## config.mk

```make
export PLATFORM = sky130hd
export DESIGN_NAME = ctrl_pipe_dec
export DESIGN_NICKNAME = d
export VERILOG_FILES = /design/src/rtl/ctrl_pipe_dec.sv
export SDC_FILE = /design/constraint.sdc
export NUM_CORES = 1
export LEC_CHECK = 0
export CAP_MARGIN = 20
export CORE_ASPECT_RATIO = 0.5
export CORE_MARGIN = 3
export CORE_UTILIZATION = 51
export CTS_BUF_LIST = sky130_fd_sc_hd__clkbuf_8 sky130_fd_sc_hd__clkbuf_16
export DETAILED_ROUTE_END_ITERATION = 8
export MAX_ROUTING_LAYER = met4
export PLACE_DENSITY = 0.82
export RECOVER_POWER = 25
export SLEW_MARGIN = 15
export SYNTH_ARGS = -nofsm -noshare
export SYNTH_HDL_FRONTEND = slang
export SYNTH_SLANG_ARGS = --single-unit
```

## constraint.sdc

```tcl
create_clock -name clk -period 5.1 [get_ports clk]
set_clock_uncertainty 0.05 [all_clocks]
set_input_delay 1.275 -clock clk [delete_from_list [all_inputs] [get_ports clk]]
set_output_delay 1.275 -clock clk [all_outputs]
set_load 0.01 [all_outputs]
```

## src/rtl/ctrl_pipe_dec.sv

```systemverilog
// rtl/ctrl_pipe_dec.sv - pipelined MIPS main decoder with illegal detect, bubble insertion and bubble counter
// Control word is decoded in ID and carried through ID/EX, EX/MEM and MEM/WB registers.
module ctrl_pipe_dec #(
  parameter int EXT_OPS = 1,
  parameter int CNT_W   = 16,
  localparam int ALUOP_W = (EXT_OPS != 0) ? 3 : 2
) (
  input  logic               clk,
  input  logic               reset,
  input  logic [5:0]         id_op,
  input  logic               id_valid,
  input  logic               stall,
  input  logic               flush,
  output logic               id_jump,
  output logic               ex_reg_dst,
  output logic               ex_alu_src,
  output logic [ALUOP_W-1:0] ex_alu_op,
  output logic               ex_valid,
  output logic               ex_illegal,
  output logic               mem_branch,
  output logic               mem_mem_write,
  output logic               mem_valid,
  output logic               wb_reg_write,
  output logic               wb_mem_to_reg,
  output logic               wb_valid,
  output logic [CNT_W-1:0]   bubble_cnt
);

  localparam logic [5:0] OP_R    = 6'h00;
  localparam logic [5:0] OP_LW   = 6'h23;
  localparam logic [5:0] OP_SW   = 6'h2B;
  localparam logic [5:0] OP_BEQ  = 6'h04;
  localparam logic [5:0] OP_ADDI = 6'h08;
  localparam logic [5:0] OP_ANDI = 6'h0C;
  localparam logic [5:0] OP_ORI  = 6'h0D;
  localparam logic [5:0] OP_SLTI = 6'h0A;
  localparam logic [5:0] OP_J    = 6'h02;
  localparam logic [CNT_W-1:0] CNT_ONE = {{(CNT_W-1){1'b0}}, 1'b1};
  localparam logic [CNT_W-1:0] CNT_MAX = {CNT_W{1'b1}};
  localparam bit EXT = (EXT_OPS != 0);

  logic       dec_reg_write, dec_reg_dst, dec_alu_src, dec_branch;
  logic       dec_mem_write, dec_mem_to_reg, dec_illegal, dec_jump;
  logic [2:0] dec_alu_op;
  logic       load_bubble;

  // EX-stage copies of the controls consumed further down the pipe
  logic ex_branch, ex_mem_write, ex_reg_write, ex_mem_to_reg;
  logic mem_reg_write, mem_mem_to_reg;

  always_comb begin
    dec_reg_write  = 1'b0;
    dec_reg_dst    = 1'b0;
    dec_alu_src    = 1'b0;
    dec_branch     = 1'b0;
    dec_mem_write  = 1'b0;
    dec_mem_to_reg = 1'b0;
    dec_alu_op     = 3'b000;
    dec_illegal    = 1'b0;
    dec_jump       = 1'b0;
    case (id_op)
      OP_R: begin
        dec_reg_write = 1'b1;
        dec_reg_dst   = 1'b1;
        dec_alu_op    = 3'b010;
      end
      OP_LW: begin
        dec_reg_write  = 1'b1;
        dec_alu_src    = 1'b1;
        dec_mem_to_reg = 1'b1;
      end
      OP_SW: begin
        dec_alu_src   = 1'b1;
        dec_mem_write = 1'b1;
      end
      OP_BEQ: begin
        dec_branch = 1'b1;
        dec_alu_op = 3'b001;
      end
      OP_ADDI: begin
        dec_reg_write = 1'b1;
        dec_alu_src   = 1'b1;
      end
      OP_ANDI, OP_ORI, OP_SLTI: begin
        if (EXT) begin
          dec_reg_write = 1'b1;
          dec_alu_src   = 1'b1;
          dec_alu_op    = (id_op == OP_ANDI) ? 3'b011 :
                          (id_op == OP_ORI)  ? 3'b100 : 3'b101;
        end else begin
          dec_illegal = 1'b1;
        end
      end
      OP_J: begin
        if (EXT) dec_jump = 1'b1;
        else     dec_illegal = 1'b1;
      end
      default: dec_illegal = 1'b1;
    endcase
  end

  assign id_jump     = id_valid & dec_jump;
  assign load_bubble = flush | stall | ~id_valid;

  always_ff @(posedge clk) begin
    if (reset || load_bubble) begin
      ex_reg_write  <= 1'b0;
      ex_reg_dst    <= 1'b0;
      ex_alu_src    <= 1'b0;
      ex_branch     <= 1'b0;
      ex_mem_write  <= 1'b0;
      ex_mem_to_reg <= 1'b0;
      ex_alu_op     <= '0;
      ex_valid      <= 1'b0;
      ex_illegal    <= 1'b0;
    end else begin
      ex_reg_write  <= dec_reg_write;
      ex_reg_dst    <= dec_reg_dst;
      ex_alu_src    <= dec_alu_src;
      ex_branch     <= dec_branch;
      ex_mem_write  <= dec_mem_write;
      ex_mem_to_reg <= dec_mem_to_reg;
      ex_alu_op     <= dec_alu_op[ALUOP_W-1:0];
      ex_valid      <= 1'b1;
      ex_illegal    <= dec_illegal;
    end
  end

  always_ff @(posedge clk) begin
    if (reset) begin
      mem_branch     <= 1'b0;
      mem_mem_write  <= 1'b0;
      mem_reg_write  <= 1'b0;
      mem_mem_to_reg <= 1'b0;
      mem_valid      <= 1'b0;
      wb_reg_write   <= 1'b0;
      wb_mem_to_reg  <= 1'b0;
      wb_valid       <= 1'b0;
    end else begin
      mem_branch     <= ex_branch;
      mem_mem_write  <= ex_mem_write;
      mem_reg_write  <= ex_reg_write;
      mem_mem_to_reg <= ex_mem_to_reg;
      mem_valid      <= ex_valid;
      wb_reg_write   <= mem_reg_write;
      wb_mem_to_reg  <= mem_mem_to_reg;
      wb_valid       <= mem_valid;
    end
  end

  // Only hazard-driven bubbles count; an empty ID slot is not a hazard.
  always_ff @(posedge clk) begin
    if (reset) begin
      bubble_cnt <= '0;
    end else if ((stall || flush) && (bubble_cnt != CNT_MAX)) begin
      bubble_cnt <= bubble_cnt + CNT_ONE;
    end
  end

endmodule

```

==> results.json, run 1 <==
{
  "clkSinkCount": 35,
  "postSynth.asyncResetShare_pct": 0,
  "grt_pass1_wl_mm": 5.699,
  "final.setup.tns_ps": 0,
  "slew_viol_final": 0,
  "rows": 13,
  "routed_via_density": 5.614,
  "chipHeight_um": 44.92,
  "drt_wl_total_mm": 3.315,
  "mostFrequentLayoutCell": "dfxtp_1",
  "drcViolationCount": 0,
  "top_register": "bubble_cnt",
  "syn2layout_area_growth_pct": 33.04,
  "relSlewSlack_pct": 20.06,
  "grt_overflow": 0,
  "peakVddDrop_mv": 0.1655,
  "final_cell_mix": "35 x dfxtp_1, 34 x clkdlybuf4s50_1, 17 x nor2_1",
  "synth_edf_count": 0,
  "synth_cell_types": 39,
  "startpoint": "id_op[1]",
  "worstSetupEndpointType": "primary output",
  "critical_path_class": "input pin to primary output",
  "die_w_um": 83.85,
  "post_cts_resized": 0,
  "ys_warn_count": 0,
  "tritoncts": "done",
  "synth_area_um2": 1545,
  "grt_max_degree": 31,
  "core_um2": 2733,
  "place_area_um2": 1974,
  "avgSynthCellArea_um2": 8.932,
  "layout-drive-gt1-share_pct": 8.411,
  "antenna_found_initial": 0,
  "top_layer": "met4",
  "cellLeakagePower_uw": 0.0007040,
  "postCtsSetupBuffers": 0,
  "ant_nets": 0,
  "numCtsBuffers": 5,
  "synth_cells": 173,
  "post-route-period-util_pct": 88.37,
  "synth_flop_cell": "dfxtp_1",
  "power_per_cell_area_nw_per_um2": 250.6,
  "dpl.hpwl_mm": 2.375,
  "clkLatencyLatePin_ps": 280,
  "dr.pass1.iters": 4,
  "rsz0062_at_grt": "no",
  "layout.nets": 225,
  "start_util_pct": 56.55,
  "dr_wl_met3_um": 200,
  "vias": 1409,
  "cp.required_ps": 3770,
  "finalHoldViolations": 0,
  "fmax_ghz": 0.2219,
  "clk_path_buf_depth": 2,
  "antenna_cells": 0,
  "final_area_um2": 2056,
  "routed-wl-met2_mm": 1.540,
  "cts.clk_slew.worst_paths_ps": 70,
  "wl_per_cell_um": 13.21,
  "rrSetupSlack_ps": 3030,
  "die-area_um2": 3766,
  "cap_violations": 0,
  "grt_pass1_vias": 1325,
  "routabilityCongestion": 0.8769,
  "seq_area_frac_synth_pct": 45.34,
  "h-tree-depth": 2,
  "run_status": "complete, no violations",
  "largest_reg_flops": 16,
  "drt_iter0_markers": 90,
  "cp_max_fo": 9,
  "holdCritPathClass": "flip-flop to flip-flop",
  "r2r_start": "bubble_cnt[1]$_SDFFE_PP0P_",
  "drt-met1-wl_mm": 1.551,
  "io_buffers": 40,
  "track_usage_pct": 19.62,
  "critPathLaunchType": "input pin",
  "cts-root-buf": "clkbuf_8",
  "tightestPinTransition_ps": 1199,
  "syn_nets": 185,
  "min_period_ps": 4507,
  "min_from": "mem_reg_write$_SDFF_PP0_",
  "arrival_ps": 3180,
  "pin_count": 41,
  "ys_ff_latch": 35,
  "cts.hold.buffers_added": 0,
  "finalSetupViolCount": 0,
  "reg_top3": "bubble_cnt x16, ex_alu_op x3"
}
report_power, final:
group / switching, µW / internal, µW
Clock: 100 / 94.9
Sequential: 2.93 / 276
Combinational: 21.4 / 19.5
per-stage QoR:
| stage | power [µW] | cells | hold WS, ps | setup slack [ps] | utilization, % |
|---|---|---|---|---|---|
| floorplan | 307.5 | 173 | 363.8 | 1421 | - |
| global placement | 325.7 | 243 | 366.0 | 609.0 | 72.25 |
| detailed placement | 326.1 | 243 | 376.8 | 606.9 | 72.25 |
| CTS | 521.4 | 251 | 394.6 | 592.6 | 75.50 |
| global route | 539.4 | 251 | 412.1 | 454.5 | 75.23 |
| finish | 515.1 | 251 | 389.8 | 593.1 | 75.23 |
final timing paths:
kind / endpoint / cells after the start
worst max register to register: bubble_cnt[7]$_SDFFE_PP0P_ / 6
worst min-delay path: wb_reg_write$_SDFF_PP0_ / 1
worst max-delay path: id_jump / 5
worst min register to register: wb_reg_write$_SDFF_PP0_ / 1
worst max-delay path, stage by stage:
cell and delay (ps):
clkdlybuf4s50_1 630, inv_1 110, or3_1 350, nor4_1 230, clkdlybuf4s50_1 580
cells in the mapped netlist (2+ instances only):
cell / number / area, µm²
a21oi_1: 11 / 55.05
and3_1: 2 / 12.51
and4_1: 2 / 17.52
buf_2: 2 / 10.01
clkbuf_1: 8 / 30.03
dfxtp_1: 35 / 700.7
inv_1: 4 / 15.01
mux2_2: 3 / 33.78
nand2_1: 8 / 30.03
nand2b_1: 3 / 18.77
nand3_1: 4 / 20.02
nand4_1: 6 / 37.54
nor2_1: 17 / 63.81
nor2b_1: 11 / 68.82
nor3_1: 5 / 25.02
nor3b_1: 2 / 15.01
nor4_1: 5 / 31.28
o21ai_0: 5 / 25.02
o31ai_1: 7 / 52.55
or3_1: 5 / 31.28
or3_4: 2 / 22.52
or4_1: 7 / 52.55
xor2_1: 3 / 26.28
final cells by class:
cell class | count | area, µm²
flip-flops and latches | 35 | 700.7
repair buffers | 43 | 419.2
fillers | 219 | 676.9
clock inverters | 3 | 20.02
clock buffers | 5 | 68.82
multi-input cells | 124 | 785.8
inverters | 4 | 15.01
well taps | 37 | 46.29
kinds of logic after synthesis:
| group | after synthesis | synth area share (%) |
|---|---|---|
| buffers and inverters | 14 | 3.563 |
| and+or+nand+nor | 85 | 32.71 |
| adders and majority gates | 1 | 0.8096 |
| muxes | 4 | 2.834 |
| AOI/OAI and AO/OA | 30 | 12.47 |
| DFF | 35 | 45.34 |
| xor gates and xnor gates | 4 | 2.268 |
routing by layer:
| layer | global-route usage [%] | vias up |
|---|---|---|
| li1 | - | 712 |
| met1 | 22.07 | 647 |
| met2 | 33.33 | 45 |
| met3 | 5.829 | 5 |
| met4 | 8.974 | 0 |
| met5 | - | - |
No activity file was read; power rests on OpenSTA's default activity.
==> inputs of run 2 (changes only) <==
--- a/config.mk
+++ b/config.mk
@@ -6,13 +6,12 @@
 export NUM_CORES = 1
 export LEC_CHECK = 0
 export CAP_MARGIN = 20
-export CORE_ASPECT_RATIO = 0.5
-export CORE_MARGIN = 3
-export CORE_UTILIZATION = 51
+export CORE_UTILIZATION = 60
 export CTS_BUF_LIST = sky130_fd_sc_hd__clkbuf_8 sky130_fd_sc_hd__clkbuf_16
 export DETAILED_ROUTE_END_ITERATION = 8
+export DONT_BUFFER_PORTS = 1
 export MAX_ROUTING_LAYER = met4
-export PLACE_DENSITY = 0.82
+export PLACE_DENSITY = 0.75
 export RECOVER_POWER = 25
 export SLEW_MARGIN = 15
 export SYNTH_ARGS = -nofsm -noshare
==> results.json, run 2 (synthesis results as in run 1) <==
{
  "drcViolationCount": 0,
  "numCtsBuffers": 5,
  "r2r_cells": 6,
  "final_cell_mix": "35 x dfxtp_1, 17 x nor2_1, 11 x nor2b_1, 11 x a21oi_1, 8 x nand2_1",
  "chipHeight_um": 52.75,
  "power.internal_uw": 429.9,
  "rows": 18,
  "seq_area_um2": 700.7,
  "fmax_ghz": 0.2895,
  "cts-root-buf": "clkbuf_8",
  "place_inst": 194,
  "cp.required_ps": 3770,
  "pwr-share-clk_pct": 45.4,
  "post-route-period-util_pct": 67.73,
  "critical_path_class": "input pin to primary output",
  "run_status": "complete, no violations",
  "rrSetupSlack_ps": 3170,
  "start_util_pct": 62.95,
  "syn2layout_area_growth_pct": 7.368,
  "dpl.hpwl_mm": 2.178,
  "vias": 1294,
  "dr.pass1.iters": 4,
  "cts.clk_slew.worst_paths_ps": 70,
  "pin_count": 41,
  "critPathLaunchType": "input pin",
  "finalHoldViolations": 0,
  "drt_iter0_markers": 39,
  "ant_nets": 0,
  "worstHoldPathCells": 1,
  "grt_overflow": 0,
  "power_per_cell_area_nw_per_um2": 329.0,
  "track_usage_pct": 24.97,
  "final.setup.tns_ps": 0,
  "grt_max_degree": 31,
  "layout-drive-gt1-share_pct": 9.884,
  "r2r_start": "bubble_cnt[0]$_SDFFE_PP0P_",
  "holdCritPathClass": "flip-flop to flip-flop",
  "routed_via_density": 6.406,
  "slew_viol_final": 0,
  "rsz0062_at_grt": "no",
  "tritoncts": "done",
  "core_um2": 2455,
  "drt_wl_total_mm": 3.102,
  "min_from": "mem_mem_to_reg$_SDFF_PP0_",
  "die_w_um": 52.75,
  "mostFrequentLayoutCell": "dfxtp_1",
  "antenna_cells": 0,
  "h-tree-depth": 2,
  "multiInputGateArea_um2": 785.8,
  "min_to": "wb_mem_to_reg$_SDFF_PP0_",
  "cp_cell_sequence": "or3_1 -> nor4_1",
  "reg_top3": "bubble_cnt x16, ex_alu_op x3",
  "cellLeakagePower_uw": 0.0005564,
  "min_period_ps": 3454,
  "top_register": "bubble_cnt",
  "io_buffers": 0,
  "grt_pass1_vias": 1087,
  "cap_violations": 0,
  "net-switching-power_uw": 115.9,
  "cp_max_fo": 12,
  "clk_path_buf_depth": 2,
  "routabilityCongestion": 0.8385,
  "peakVddDrop_mv": 0.2595,
  "crit_buf_inv": 0,
  "layout.nets": 183,
  "critPathMaxStageDelay_ps": 460,
  "antenna_found_initial": 0,
  "largest_reg_flops": 16,
  "post_cts_resized": 0,
  "clkLatencyLatePin_ps": 290,
  "cp_slowest_cell": "nor4_1",
  "switching_share_pct": 21.24,
  "worstSetupEndpointType": "primary output",
  "postCtsSetupBuffers": 0,
  "crit_family": "simple AND/OR/NAND/NOR gates",
  "wl_per_cell_um": 15.36,
  "fillers": 197,
  "grt_pass1_wl_mm": 4.871,
  "relSlewSlack_pct": 45.45,
  "seqPwrFrac_pct": 51.3,
  "arrival_ps": 2130,
  "fin_cells": 202,
  "finalSetupViolCount": 0,
  "cts.hold.buffers_added": 0,
  "combinationalPowerShare_pct": 3.3,
  "die-area_um2": 2783,
  "r2r_end": "bubble_cnt[14]$_SDFFE_PP0P_",
  "clkSinkCount": 35,
  "tightestPinTransition_ps": 815.2
}
-- run 2: cell count changes in the layout (fill, tap and decap cells not counted) --
cell             delta
dlygate4sd3_1       -6
buf_4               -1
clkdlybuf4s50_1    -34
clkinvlp_4          -2
bufinv_16           +1
clkinv_4            +1
clkbuf_1            -1
-- run 2: per-stage QoR --
step	setup WS, ps	utilization (%)	hold slack (ps)	cell area [µm²]	power [µW]
floorplan	1421	-	363.8	1545	307.5
global placement	1651	63.15	373.6	1550	302.5
detailed placement	1636	63.15	372.7	1550	304.4
CTS	1636	67.74	389.5	1663	550.6
global route	1591	67.58	398.5	1659	565.1
finish	1646	67.58	386.5	1659	545.8
-- run 2: final cells by class --
| type | count | share of cell area [%] |
|---|---|---|
| Clock buffer | 5 | 4.148 |
| Sequential cell | 35 | 42.23 |
| Timing Repair Buffer | 1 | 0.4525 |
| Clock inverter | 3 | 2.640 |
| Multi-Input combinational cell | 124 | 47.36 |
| Inverter | 4 | 0.9050 |
| Tap cell | 30 | 2.262 |
-- run 2: power by group through the flow --
stage / sequential, µW / combinational (µW) / clock [µW]
floorplan: 286 / 21.9 / 0
global placement: 286 / 16.3 / 0
detailed placement: 286 / 18.1 / 0
CTS: 280 / 18.1 / 252
global route: 280 / 20.1 / 265
finish: 280 / 18.1 / 248
-- run 2: worst max path at each step --
stage,from,endpoint,slack (ps),depth (start not counted)
global placement,id_op[3],id_jump,1650,2
finish,id_op[3],id_jump,1650,2
global route,id_op[3],id_jump,1590,2
detailed placement,id_op[3],id_jump,1640,2
floorplan,id_op[1],id_jump,1420,4
CTS,id_op[3],id_jump,1640,2
-- run 2: per-layer routing --
| metal | vias to the layer above | part of all wire (%) | global-route usage (%) |
|---|---|---|---|
| met5 | - | 0 | - |
| met2 | 64 | 46 | 34.18 |
| met3 | 3 | 9.2 | 11.59 |
| met1 | 594 | 44 | 31.92 |
| met4 | 0 | 0.93 | 8.772 |
| li1 | 633 | - | - |
